### config.mk
export PLATFORM = sky130hd
export DESIGN_NAME = prog_mem_arbiter_flat
export DESIGN_NICKNAME = d
export VERILOG_FILES = /design/src/rtl/prog_mem_arbiter_if.sv /design/src/rtl/prog_mem_arbiter.sv /design/src/flat_wrapper.sv
export SDC_FILE = /design/constraint.sdc
export NUM_CORES = 1
export LEC_CHECK = 0
export CORE_AREA = 5 5 120 122
export CTS_CLUSTER_DIAMETER = 100
export DETAILED_ROUTE_END_ITERATION = 16
export DIE_AREA = 0 0 125 127
export HOLD_SLACK_MARGIN = 0.12
export PLACE_DENSITY_LB_ADDON = 0.05
export SETUP_SLACK_MARGIN = 0.15
export SLEW_MARGIN = 30
export SYNTH_ARGS = -nofsm -noshare
export SYNTH_HDL_FRONTEND = slang
export SYNTH_SLANG_ARGS = --single-unit
### constraint.sdc
create_clock -name clk_in -period 2.2 [get_ports clk_in]
set_input_delay 0.44 -clock clk_in [delete_from_list [all_inputs] [get_ports clk_in]]
set_output_delay 0.44 -clock clk_in [all_outputs]
set_load 0.02 [all_outputs]
### src/rtl/prog_mem_arbiter_if.sv
// Wishbone-style bus bundle shared by the fetch port, the data/debug port
// and the program memory.
interface wb_bus;
   logic [31:0] addr;
   logic [31:0] wdata;
   logic [31:0] rdata;
   logic [3:0]  sel;
   logic        we;
   logic        stb;
   logic        ack;
   logic        err;

   modport master (output addr, wdata, sel, we, stb, input rdata, ack, err);
   modport slave  (input addr, wdata, sel, we, stb, output rdata, ack, err);
endinterface

### src/rtl/prog_mem_arbiter.sv
// Round-robin two-master arbiter for the single-ported program memory, with a
// forced idle cycle between transactions and a watchdog on stalled grants.
module prog_mem_arbiter #(
   parameter int unsigned TimeoutCycles = 16
) (
   input  logic  clk_in,
   input  logic  reset_in,
   wb_bus.slave  m0_slave,
   wb_bus.slave  m1_slave,
   wb_bus.master mem_master,
   output logic  timeout_pulse
);

   localparam int unsigned CntW = (TimeoutCycles == 0) ? 1 : $clog2(TimeoutCycles + 1);
   localparam logic [CntW-1:0] CntLast = (TimeoutCycles == 0) ? '0 : CntW'(TimeoutCycles - 1);

   typedef enum logic [1:0] {IDLE, GRANT0, GRANT1, TOUT} state_t;

   state_t          state;
   state_t          state_nxt;
   logic            last;
   logic [CntW-1:0] cnt;
   logic            owner;
   logic            cur_stb;
   logic            done;
   logic            expire;
   logic            granted;

   always_comb begin
      granted = (state == GRANT0) || (state == GRANT1);
      owner   = (state == GRANT1);
      cur_stb = owner ? m1_slave.stb : m0_slave.stb;
      done    = mem_master.ack || mem_master.err || !cur_stb;
      expire  = (TimeoutCycles != 0) && (cnt == CntLast);
   end

   // last is written on every exit from a grant, so in TOUT it already names
   // the timed-out master and steers its err.
   always_ff @(posedge clk_in) begin
      if (reset_in) begin
         state <= IDLE;
         last  <= 1'b1;
         cnt   <= '0;
      end else begin
         state <= state_nxt;
         if (granted) begin
            cnt <= cnt + CntW'(1);
            if (state_nxt != state) last <= owner;
         end else begin
            cnt <= '0;
         end
      end
   end

   always_comb begin
      state_nxt = state;
      case (state)
         IDLE: begin
            if (m0_slave.stb && m1_slave.stb) state_nxt = last ? GRANT0 : GRANT1;
            else if (m0_slave.stb)            state_nxt = GRANT0;
            else if (m1_slave.stb)            state_nxt = GRANT1;
         end
         GRANT0, GRANT1: begin
            if (done)        state_nxt = IDLE;
            else if (expire) state_nxt = TOUT;
         end
         TOUT:    state_nxt = IDLE;
         default: state_nxt = IDLE;
      endcase
   end

   always_comb begin
      mem_master.addr  = '0;
      mem_master.wdata = '0;
      mem_master.sel   = '0;
      mem_master.we    = 1'b0;
      mem_master.stb   = 1'b0;
      m0_slave.ack     = 1'b0;
      m0_slave.err     = 1'b0;
      m1_slave.ack     = 1'b0;
      m1_slave.err     = 1'b0;
      m0_slave.rdata   = mem_master.rdata;
      m1_slave.rdata   = mem_master.rdata;
      timeout_pulse    = 1'b0;
      case (state)
         GRANT0: begin
            mem_master.addr  = m0_slave.addr;
            mem_master.wdata = m0_slave.wdata;
            mem_master.sel   = m0_slave.sel;
            mem_master.we    = m0_slave.we;
            mem_master.stb   = m0_slave.stb;
            m0_slave.ack     = mem_master.ack;
            m0_slave.err     = mem_master.err;
         end
         GRANT1: begin
            mem_master.addr  = m1_slave.addr;
            mem_master.wdata = m1_slave.wdata;
            mem_master.sel   = m1_slave.sel;
            mem_master.we    = m1_slave.we;
            mem_master.stb   = m1_slave.stb;
            m1_slave.ack     = mem_master.ack;
            m1_slave.err     = mem_master.err;
         end
         TOUT: begin
            timeout_pulse = 1'b1;
            if (last) m1_slave.err = 1'b1;
            else      m0_slave.err = 1'b1;
         end
         default: ;
      endcase
   end

endmodule

### src/flat_wrapper.sv
// flat-port wrapper written by rule: the top's interface ports become plain ports
module prog_mem_arbiter_flat 
#(
   parameter int unsigned TimeoutCycles = 16
)
  (clk_in, reset_in, timeout_pulse, m0_slave_addr, m0_slave_wdata, m0_slave_sel, m0_slave_we, m0_slave_stb, m0_slave_rdata, m0_slave_ack, m0_slave_err, m1_slave_addr, m1_slave_wdata, m1_slave_sel, m1_slave_we, m1_slave_stb, m1_slave_rdata, m1_slave_ack, m1_slave_err, mem_master_addr, mem_master_wdata, mem_master_sel, mem_master_we, mem_master_stb, mem_master_rdata, mem_master_ack, mem_master_err);
  wb_bus m0_slave_i ();
  wb_bus m1_slave_i ();
  wb_bus mem_master_i ();
  input  logic clk_in;
  input  logic reset_in;
  output logic timeout_pulse;
  input wire logic [$bits(m0_slave_i.addr)-1:0] m0_slave_addr;
  input wire logic [$bits(m0_slave_i.wdata)-1:0] m0_slave_wdata;
  input wire logic [$bits(m0_slave_i.sel)-1:0] m0_slave_sel;
  input wire logic [$bits(m0_slave_i.we)-1:0] m0_slave_we;
  input wire logic [$bits(m0_slave_i.stb)-1:0] m0_slave_stb;
  output wire logic [$bits(m0_slave_i.rdata)-1:0] m0_slave_rdata;
  output wire logic [$bits(m0_slave_i.ack)-1:0] m0_slave_ack;
  output wire logic [$bits(m0_slave_i.err)-1:0] m0_slave_err;
  input wire logic [$bits(m1_slave_i.addr)-1:0] m1_slave_addr;
  input wire logic [$bits(m1_slave_i.wdata)-1:0] m1_slave_wdata;
  input wire logic [$bits(m1_slave_i.sel)-1:0] m1_slave_sel;
  input wire logic [$bits(m1_slave_i.we)-1:0] m1_slave_we;
  input wire logic [$bits(m1_slave_i.stb)-1:0] m1_slave_stb;
  output wire logic [$bits(m1_slave_i.rdata)-1:0] m1_slave_rdata;
  output wire logic [$bits(m1_slave_i.ack)-1:0] m1_slave_ack;
  output wire logic [$bits(m1_slave_i.err)-1:0] m1_slave_err;
  output wire logic [$bits(mem_master_i.addr)-1:0] mem_master_addr;
  output wire logic [$bits(mem_master_i.wdata)-1:0] mem_master_wdata;
  output wire logic [$bits(mem_master_i.sel)-1:0] mem_master_sel;
  output wire logic [$bits(mem_master_i.we)-1:0] mem_master_we;
  output wire logic [$bits(mem_master_i.stb)-1:0] mem_master_stb;
  input wire logic [$bits(mem_master_i.rdata)-1:0] mem_master_rdata;
  input wire logic [$bits(mem_master_i.ack)-1:0] mem_master_ack;
  input wire logic [$bits(mem_master_i.err)-1:0] mem_master_err;
  assign m0_slave_i.addr = m0_slave_addr;
  assign m0_slave_i.wdata = m0_slave_wdata;
  assign m0_slave_i.sel = m0_slave_sel;
  assign m0_slave_i.we = m0_slave_we;
  assign m0_slave_i.stb = m0_slave_stb;
  assign m0_slave_rdata = m0_slave_i.rdata;
  assign m0_slave_ack = m0_slave_i.ack;
  assign m0_slave_err = m0_slave_i.err;
  assign m1_slave_i.addr = m1_slave_addr;
  assign m1_slave_i.wdata = m1_slave_wdata;
  assign m1_slave_i.sel = m1_slave_sel;
  assign m1_slave_i.we = m1_slave_we;
  assign m1_slave_i.stb = m1_slave_stb;
  assign m1_slave_rdata = m1_slave_i.rdata;
  assign m1_slave_ack = m1_slave_i.ack;
  assign m1_slave_err = m1_slave_i.err;
  assign mem_master_addr = mem_master_i.addr;
  assign mem_master_wdata = mem_master_i.wdata;
  assign mem_master_sel = mem_master_i.sel;
  assign mem_master_we = mem_master_i.we;
  assign mem_master_stb = mem_master_i.stb;
  assign mem_master_i.rdata = mem_master_rdata;
  assign mem_master_i.ack = mem_master_ack;
  assign mem_master_i.err = mem_master_err;
  prog_mem_arbiter #(.TimeoutCycles(TimeoutCycles)) u_core (.clk_in(clk_in), .reset_in(reset_in), .m0_slave(m0_slave_i), .m1_slave(m1_slave_i), .mem_master(mem_master_i), .timeout_pulse(timeout_pulse));
endmodule
==> flow_summary.json <==
{
  "r2r_start": "u_core.state[0]$_SDFF_PP0_",
  "synth_cells": 291,
  "pin_count": 315,
  "finalMaxSlewViolations": 0,
  "reg2reg_slack_ps": 300,
  "gr-total-overflow": 0,
  "core.rowCount": 42,
  "drt-total-wl_mm": 11.8,
  "fin_worst_skew_ps": 0.357,
  "path_clk_slew_ps": 40,
  "cap_viol_max_count": 0,
  "antenna_left": 0,
  "grt_pass1_vias": 2759,
  "initial_core_util_pct": 15.7,
  "power.total_mw": 1.57,
  "die_h_um": 127,
  "cp-start-kind": "flip-flop",
  "antenna_found_initial": 0,
  "finalNetCount": 635,
  "ir_drop_mv": 0.402,
  "dp.final_hpwl_mm": 9.46,
  "p_leak_nw": 1.53,
  "regArea_um2": 164,
  "p_per_area_nw_per_um2": 371,
  "final_cell_area_um2": 4230,
  "yosysWarnings": 0,
  "yosysMostFrequentCell": "nor2b_1",
  "fin_crit_ps": 2040,
  "grt_max_degree": 35,
  "track_usage_pct": 13.5,
  "ys.flop_type": "dfxtp_1",
  "worstSetupPathType": "reg2out",
  "switching_share_pct": 34.7,
  "fp.dieArea_um2": 15900,
  "htree_levels": 1,
  "cp.required_ps": 1760,
  "ff2ff_path_depth": 9,
  "place_congestion": 0.840,
  "drt-wirelength-per-cell_um": 18.8,
  "post-route-period-util_pct": 92.9,
  "cts_root_buffer": "clkbuf_16",
  "ys_top_cells_by_area": "a22oi_1 (26%), buf_4 (23%), nor2b_1 (22%), dfxtp_1 (7.8%), ha_1 (3.6%)",
  "synth-edff-count": 0,
  "syn_area_per_cell_um2": 7.07,
  "tritoncts": "built",
  "core_um2": 13100,
  "hp-class": "reg2reg",
  "worstSetupStartpoint": "u_core.state[1]$_SDFF_PP0_",
  "grt_first_pass_wirelength_mm": 17.1,
  "io_buffers": 218,
  "seq_power_share_pct": 10.6,
  "fmax_ghz": 0.489,
  "ys_seq_area_share_pct": 7.79,
  "worstHoldStart": "u_core.cnt[0]$_SDFF_PP0_",
  "status": "finished, final reports clean",
  "clock_latency_ps": 230,
  "yosysTopAreaCell": "a22oi_1",
  "synthesis.nets": 473,
  "syn_to_final_growth_pct": 106,
  "syn-cell-area_um2": 2060,
  "multiInputGateArea_um2": 1370,
  "setup_viol": 0,
  "rsz0062_at_grt": "true",
  "worst_ep_arrival_time_ps": 1600,
  "drtIter0Drc": 99,
  "drc": 0,
  "rr_endpoint": "u_core.last$_SDFFE_PP1P_",
  "asyncSetResetFlopFracSynth_pct": 0,
  "vias": 2686,
  "synthTopCellsByCount": "nor2b_1 (71), a22oi_1 (70), buf_4 (64)",
  "die_x_um": 125,
  "power_switching_uw": 544,
  "synth_top_area_share_pct": 25.5,
  "internal_power_mw": 1.03,
  "combPwrFrac_pct": 69.8,
  "synth_seq_cells": 8,
  "cts.sinks": 8,
  "firstDrtPassIters": 4,
  "viasPerCell": 4.28,
  "cts-buffers-inserted": 3,
  "cp-end-kind": "output port",
  "n_antenna_cell": 0,
  "placed_cell_area_um2": 4130,
  "fin_util_pct": 32.3,
  "cts.path.max_buffers": 2,
  "crit_fanout": 19,
  "synth_cell_types": 28,
  "holdBufCountCts": 0,
  "fillers": 1376,
  "min_path_cells": 1,
  "min_to": "u_core.cnt[0]$_SDFF_PP0_",
  "max_slew.worst_pin.slew_ps": 252,
  "power.share.clock_pct": 19.6,
  "slew_headroom_pct": 83.2,
  "hold_viol": 0,
  "final_layout_size_suffix_gt1_share_pct": 25.9
}
==> routing by layer <==
| layer | up-vias | wire (um) | part of all wire [%] | global-route usage (%) |
|---|---|---|---|---|
| li1 | 1277 | - | - | - |
| met1 | 1210 | 4440 | 38 | 14.5 |
| met2 | 176 | 6150 | 52 | 25.4 |
| met3 | 23 | 909 | 7.7 | 4.55 |
| met4 | 0 | 315 | 2.7 | 3.25 |
| met5 | - | 0 | 0 | 0 |
==> final cells by class <==
type,instances,share of cell area [%]
clock buffer,3,1.77
tap,176,5.21
inverter,5,0.444
timing repair buffer,245,56.4
sequential,8,3.87
multi-input combinational,190,32.3
==> how the worst max path moves through the flow <==
stage,endpoint,slack [ps]
after floorplan,mem_master_addr[0],220
after global placement,mem_master_wdata[16],-100
after detailed placement,mem_master_wdata[16],-110
after CTS,mem_master_wdata[0],110
after global routing,mem_master_addr[24],50
final,mem_master_wdata[27],160
==> what timing repair did <==
| action | in CTS | in global routing |
|---|---|---|
| resized for setup | 265 | 22 |
| cloned | 1 | 1 |
| setup buffers | 0 | 1 |
| pin swaps | 1 | 1 |
| endpoints found under the setup margin | 74 | 67 |
==> flip-flops by register name, indices dropped and copies added, names as in the netlist <==
name	count
u_core.cnt	5
u_core.state	2
u_core.last	1
==> per-stage QoR <==
stage	hold WS (ps)	cells	setup WS, ps	setup TNS (ps)
6_report	450	627	157	0
5_1_grt	493	627	54.8	0
4_1_cts	451	625	114	0
3_5_place_dp	446	621	-115	-3830
3_3_place_gp	432	621	-97.9	-2670
2_1_floorplan	418	291	225	0
==> power groups by stage <==
stage | combinational (mW) | clock [mW] | sequential [mW]
after global routing | 1.18 | 0.325 | 0.168
after global placement | 1.05 | 0 | 0.167
after detailed placement | 1.05 | 0 | 0.167
final | 1.10 | 0.308 | 0.166
after CTS | 1.09 | 0.315 | 0.166
after floorplan | 0.620 | 0 | 0.167
==> cells in the final DEF, fill, tap and decap left out, drive strengths merged, types with 2 or more instances in the layout <==
cell type and n:
clkdlybuf4s15 32, and2 2, inv 5, o211ai 2, nor2b 71, nand2b 2
o21ai 3, ha 6, nor2 14, clkbuf 6, nand2 5, nand3 2
dfxtp 8, a22oi 70, clkdlybuf4s50 143, a21oi 2, buf 65
==> worst max-delay path, cell delays in order (launching register included) <==
cell and delay (ps):
dfxtp_4 360, inv_2 70, ha_4 330, bufbuf_16 310
nor2b_1 150, buf_4 160
==> cells by family (layout without fill, tap and decap cells) <==
family	Yosys count	in the layout	synth area share (%)
buffers and inverters	93	253	29.3
DFF	8	8	7.79
AOI/OAI and AO/OA	82	82	29.3
muxes	2	2	1.22
xor gates and xnor gates	2	2	0.852
adders and majority gates	6	6	3.65
and+or+nand+nor	98	98	27.9
No activity file was read; power rests on OpenSTA's default activity.
